`src/rtl/dmem_arbiter.sv`:
```
// dmem_arbiter
//   Shares the single-port data memory between the pipeline MEM stage (port 0)
//   and the loader/debug port (port 1). Round-robin arbitration and one
//   outstanding access at a time. Each access passes through
//   IDLE -> ISSUE -> (WAIT) -> RESP.
//
// Ports
//   clk, rst                 clock, asynchronous active-low reset
//   pN_req/we/addr/wdata     request side of port N (word address)
//   pN_gnt                   one-cycle grant pulse (ISSUE cycle)
//   pN_done, pN_err          one-cycle completion pulse, out-of-range flag
//   rdata                    read data, valid with pN_done of a read
//   mem_read/write/addr/wdata/rdata   data memory interface
//   busy                     high whenever an access is in flight
module dmem_arbiter #(
    parameter int unsigned DEPTH  = 10240,
    parameter int unsigned RD_LAT = 1
) (
    input  logic        clk,
    input  logic        rst,
    input  logic        p0_req,
    input  logic        p0_we,
    input  logic [31:0] p0_addr,
    input  logic [31:0] p0_wdata,
    output logic        p0_gnt,
    output logic        p0_done,
    output logic        p0_err,
    input  logic        p1_req,
    input  logic        p1_we,
    input  logic [31:0] p1_addr,
    input  logic [31:0] p1_wdata,
    output logic        p1_gnt,
    output logic        p1_done,
    output logic        p1_err,
    output logic [31:0] rdata,
    output logic        mem_read,
    output logic        mem_write,
    output logic [31:0] mem_addr,
    output logic [31:0] mem_wdata,
    input  logic [31:0] mem_rdata,
    output logic        busy
);

    typedef enum logic [1:0] {IDLE, ISSUE, WAIT, RESP} state_t;

    state_t      state, state_nx;
    logic        last_grant;
    logic        lat_port;
    logic        lat_we;
    logic        lat_err;
    logic [31:0] lat_addr;
    logic [31:0] lat_wdata;
    logic [2:0]  cnt;

    logic        win_vld;
    logic        win_port;
    logic        sel_we;
    logic [31:0] sel_addr;
    logic [31:0] sel_wdata;
    logic        cap;

    // Port 1 wins when alone, or when both request and port 0 was served last.
    always_comb begin
        win_vld   = p0_req | p1_req;
        win_port  = p1_req & (~p0_req | ~last_grant);
        sel_we    = win_port ? p1_we    : p0_we;
        sel_addr  = win_port ? p1_addr  : p0_addr;
        sel_wdata = win_port ? p1_wdata : p0_wdata;
    end

    // Read data is captured on the last cycle the read strobe is high.
    always_comb begin
        cap = ((state == ISSUE) && !lat_we && !lat_err && (RD_LAT == 1)) ||
              ((state == WAIT) && (cnt == 3'd1));
    end

    always_ff @(posedge clk or negedge rst) begin
        if (!rst) begin
            state      <= IDLE;
            last_grant <= 1'b1;
            lat_port   <= 1'b0;
            lat_we     <= 1'b0;
            lat_err    <= 1'b0;
            lat_addr   <= '0;
            lat_wdata  <= '0;
            cnt        <= '0;
            rdata      <= '0;
        end else begin
            state <= state_nx;
            if ((state == IDLE) && win_vld) begin
                lat_port   <= win_port;
                lat_we     <= sel_we;
                lat_addr   <= sel_addr;
                lat_wdata  <= sel_wdata;
                lat_err    <= (sel_addr >= 32'(DEPTH));
                last_grant <= win_port;
            end
            if (state == ISSUE) begin
                cnt <= 3'(RD_LAT - 1);
            end else if (state == WAIT) begin
                cnt <= cnt - 3'd1;
            end
            if (cap) begin
                rdata <= mem_rdata;
            end
        end
    end

    always_comb begin
        state_nx  = state;
        p0_gnt    = 1'b0;
        p1_gnt    = 1'b0;
        p0_done   = 1'b0;
        p1_done   = 1'b0;
        p0_err    = 1'b0;
        p1_err    = 1'b0;
        mem_read  = 1'b0;
        mem_write = 1'b0;
        mem_addr  = '0;
        mem_wdata = '0;
        case (state)
            IDLE: begin
                if (win_vld) state_nx = ISSUE;
            end
            ISSUE: begin
                p0_gnt = ~lat_port;
                p1_gnt = lat_port;
                if (lat_err || lat_we || (RD_LAT == 1)) state_nx = RESP;
                else                                    state_nx = WAIT;
                if (!lat_err) begin
                    mem_addr = lat_addr;
                    if (lat_we) begin
                        mem_write = 1'b1;
                        mem_wdata = lat_wdata;
                    end else begin
                        mem_read = 1'b1;
                    end
                end
            end
            WAIT: begin
                mem_read = 1'b1;
                mem_addr = lat_addr;
                if (cnt <= 3'd1) state_nx = RESP;
            end
            RESP: begin
                p0_done  = ~lat_port;
                p1_done  = lat_port;
                p0_err   = ~lat_port & lat_err;
                p1_err   = lat_port & lat_err;
                state_nx = IDLE;
            end
            default: state_nx = IDLE;
        endcase
    end

    assign busy = (state != IDLE);

endmodule
```
`config.mk`:
```
export PLATFORM = sky130hd
export DESIGN_NAME = dmem_arbiter
export DESIGN_NICKNAME = d
export VERILOG_FILES = /design/src/rtl/dmem_arbiter.sv
export SDC_FILE = /design/constraint.sdc
export NUM_CORES = 1
export LEC_CHECK = 0
export CAP_MARGIN = 30
export CORE_MARGIN = 1.5
export CORE_UTILIZATION = 41
export DETAILED_ROUTE_END_ITERATION = 16
export PLACE_DENSITY = 0.93
export REMOVE_ABC_BUFFERS = 1
export SYNTH_ARGS = -nofsm -noshare
export SYNTH_HDL_FRONTEND = slang
export SYNTH_SLANG_ARGS = --single-unit
export TNS_END_PERCENT = 30
```
`constraint.sdc`:
```
create_clock -name clk -period 2.43 [get_ports clk]
set_input_delay 0.486 -clock clk [delete_from_list [all_inputs] [get_ports clk]]
set_output_delay 0.486 -clock clk [all_outputs]
set_load 0.05 [all_outputs]
```
# After elaboration in Yosys (flattened, before gate mapping)
# Cells that the tools add are included.
# op_classes
n_addsub,1
reduce_logical,11
bitwise,8
n_mux,25
order_cmp,2
n_eq_ne,6
# ops
cell,count
$mux W32,6
$pmux W32 S2,1
$ge A32 B14 Y1 const B,1
$mux W1,12
$pmux W2 S4,1
$mux W3,2
$eq A2 B2 Y1 const B,2
$logic_and A1 B1 Y1,4
$mux W2,2
$reduce_bool A2 Y1,2
$and A1 B1 Y1,3
$eq A3 B1 Y1 const B,1
$le A3 B1 Y1 const B,1
$not A1 Y1,3
$sub A3 B1 Y3 const B,1
$eq A2 B1 Y1 const B,1
$logic_not A1 Y1,2
$logic_not A2 Y1,1
$ne A2 B1 Y1 const B,1
$ne A2 B2 Y1 const B,1
$or A1 B1 Y1,2
$pmux W1 S2,1
$reduce_and A2 Y1,1
$logic_or A1 B1 Y1,1
# totals
register_bits,105
in_bits,166

# Logic depth before layout (Yosys ltp)
# Gate-level depths: netlist of the first run.
# logic_depth
ltp_word,5
depth_mapped,8
depth_no_buf,6

# Worst setup path before layout of the first run
# OpenSTA, ideal clock, no wires.
# synth_path
kind,register to output
startpoint,reg state[1]
endpoint,out mem_addr[0]
n_path_buf,1
path_slack_ns,0.264
stages_incl_launch_ff,7
arrival_ns,1.680
cell_sequence,dfrtp_1 -> inv_1 -> ha_1 -> nor2b_4 -> o21a_1 -> clkbuf_1 -> and2_1
# synth_between
elab_chain_cells,2
word_cells_on_any_way,3
classes_between,2 x eq/ne; 1 x mux
# synth_rtl
element,line,rtl
from (decl),46,"state_t state, state_nx;"
from (signal assigned),89,state <= state_nx;
$eq A2 B2 Y1 or $eq A2 B1 Y1 (tied branches),121,case (state)
$pmux W32 S2 *,121,
to (decl),38,"output logic [31:0] mem_addr,"
# Mark *: on every way between the ends. The rest lies on a longest branch, timed or not.

# Worst setup path in the final report of the first run
# layout_path
startpoint,reg state[1]
endpoint,out mem_addr[12]
# The elaborated chain is that of the path after synthesis.

==> summary.txt, run 1 <==
Timing
  • Worst-margin pin slew: 580 ps
  • Final hold vios: 0
  • Achievable Freq: 419 MHz
  • Tmin final: 2390 ps
  • Rel. slew slack: 61.0%
  • Clk_skew: 6.74 ps
  • Setup TNS after final layout: 0 ps
  • Unrepaired setup endpoints after global routing: true
  • Fin crit share: 98.2%
  • Final Setup Violations: 0
  • Pins Over Slew Limit: 0

Job
  • Max Cap Viol: 0

Layout
  • Final Core Density: 74.1%
  • Antenna Cells: 0
  • Layout cells sized above 1: 23.5%
  • Most common cell after layout, fill and taps aside: clkdlybuf4s50_1
  • Area grow syn2layout: 74.5%
  • Layout Nets: 958
  • Filler cell count: 800
  • Most frequent cells in the layout: clkdlybuf4s50_1, dfrtp_1, nand2_1

Logic synthesis
  • Post-Synth Simple-Gate Area: 18.6%
  • Main combinational cell family by area after synthesis: simple AND/OR/NAND/NOR gates
  • Leading area contributor after synthesis: dfrtp_1
  • Register area share after synthesis: 48.6%
  • Top_reg_cell synth: dfrtp_1
  • EDFF count, synth: 0
  • Post-synthesis xor/xnor area fraction: 0%
  • FF+latch count, synth: 105
  • Cell variety after synth: 35
  • Post-Syn Instances: 521
  • Syn Area/Cell: 10.4 sq um
  • Ys async rst share: 100%
  • Synth warnings: 0
  • Mux contribution to synthesized area: 17.5%
  • Netlist Area Pre-Place: 0.00541 sq mm
  • Synth area leaders: dfrtp_1, mux2i_1, mux2_4
  • Post-synthesis adder-cell area fraction: 1.62%
  • Post-synthesis compound-gate area fraction: 8.77%
  • Post-synth top area share: 48.1%

Route
  • DRC errors left: 0
  • Antenna Violating Nets Remaining: 0
  • Via count: 5,051
  • Initial DRC count: 403
  • DR vias/cell: 5.25
  • DRT Pass-1 Iters: 4
  • Post-Route WL: 17.8 mm
  • DR WL/cell: 18.5 um

Pwr
  • Pleak: 4.19 nW
  • Max rail drop VDD: 0.448 mV
  • Power density over the cells: 1110 mW/mm^2

Worst setup path
  • Critical path type: reg -> out
  • Worst EP required: 1940 ps
  • Setup crit end kind: output port
  • CP startpoint kind: flop
  • Max FO, Critical Path: 10
  • CP arrival: 1900 ps

Worst hold path
  • Min-delay worst type: in -> async

Placed design
  • GP Congestion: 0.892
  • Port Buffer Count: 270
  • HPWL after DPL: 13.3 mm

Clocking
  • CTS Buf Count: 9
  • CTS tree: done
  • H-tree depth: 3
  • CTS max path bufs: 2
  • Clock Latency Late Sink: 340 ps
  • CTS Sinks: 105
  • Clock transition at path regs: 70 ps
  • CTS root buf: clkbuf_16

Floorplan
  • Vert. Die Dim: 118 um
  • Site row count: 41
  • Die area: 0.0139 sq mm
  • Placeable Area: 0.0127 sq mm
  • Die width: 118 um
  • I/O pins: 271
  • Starting density of the core: 42.5%

Global routing
  • Total gr overflow: 0
  • Largest net degree at the start of global routing: 90
  • GRT Resource Usage Total: 25.2%
  • Initial antenna violation count: 0
  • Vias in the first global route: 5,141
  • Global-route wire length before repair: 27.2 mm

Status
  • Status: complete, no violations
-- critical path: stages, from the launching register on --
cell	delay [ps]
dfrtp_2	440
inv_2	90
ha_4	140
nor2b_4	190
o21a_4	230
buf_8	170
and2_4	160
buf_12	130
-- power by group --
part           switching [mW]  leakage (nW)  internal, mW
combinational            3.25          2.78          2.56
clock                   0.646         0.148         0.861
sequential              0.548          1.26          2.62
total                    4.44          4.19          6.04
-- metrics by stage --
stage | hold slack (ps) | std cells | cell area, sq um | setup slack (ps) | power (mW)
final | 29.1 | 962 | 9430 | 44.9 | 10.5
after global routing | 27.0 | 962 | 9430 | -59.5 | 11.0
after CTS | 13.0 | 959 | 9300 | -15.2 | 10.3
after detailed placement | 391 | 942 | 8930 | 291 | 8.71
after global placement | 386 | 942 | 8930 | 375 | 8.43
after floorplan | 190 | 485 | 5160 | -2710 | 6.37
-- final cells by class --
class                           count  area, sq um  area share (%)
Sequential cell                   105         2630            27.9
Clock buffer                       11          253            2.68
Multi-Input combinational cell    374         2630            27.9
Inverter                            6         22.5           0.239
Tap cell                          172          215            2.28
Clock inverter                      5         62.6           0.663
Timing Repair Buffer              289         3610            38.3
-- repair_timing --
item,in CTS,in global routing
pin swaps,0,13
endpoints found under the setup margin,68,66
buffers inserted,0,2
hold buffers,0,0
gates resized for setup,22,32
gates cloned,1,1
-- synthesized netlist by cell type (6+ instances only) --
cell type,instances
dfrtp_1,104
nand2_1,90
o21ai_0,51
mux2i_1,46
and2_1,35
mux2_4,30
and3_1,29
nor2_1,27
a31oi_1,21
clkbuf_1,19
ha_1,7
buf_6,6
inv_1,6
nor4_1,6
-- per-layer routing --
layer	routed length, um	global-route usage (%)	up-vias
li1	-	-	2319
met3	1430	6.69	37
met5	0	0	-
met2	9140	44.6	268
met4	530	9.98	0
met1	6650	28.8	2427
-- registers in the layout (all words and copies together), names as in the netlist --
name        cells
state           2
lat_port        1
lat_wdata      32
lat_we          1
lat_err         1
lat_addr       32
rdata          32
last_grant      1
cnt             3
-- path summary, 6_finish.rpt --
check                                endpoint  slack (ps)          start  cells past startpoint
worst max-delay path             mem_addr[12]          40       state[1]                      7
worst min-delay path             lat_addr[10]          30            rst                      1
worst max register to register      rdata[13]         410       state[1]                      8
worst min register to register  lat_wdata[27]         480  lat_wdata[27]                      2
max in group asynchronous          last_grant        1730            rst                      2
min in group clk                lat_wdata[27]         480  lat_wdata[27]                      2
-- kinds of logic after synthesis --
| logic type | Yosys count |
|---|---|
| adders and majority gates | 7 |
| DFF | 105 |
| AOI/OAI and AO/OA | 83 |
| buffers and inverters | 42 |
| and+or+nand+nor | 205 |
| muxes | 79 |
Note: power is estimated with default switching activity, not from simulation.
==> inputs of run 2 (changes only) <==
- ABC_CLOCK_PERIOD_IN_PS: unset -> 2430
==> results of run 2 <==
Same layout as run 1: the final DEF is identical, and so are final timing and power.
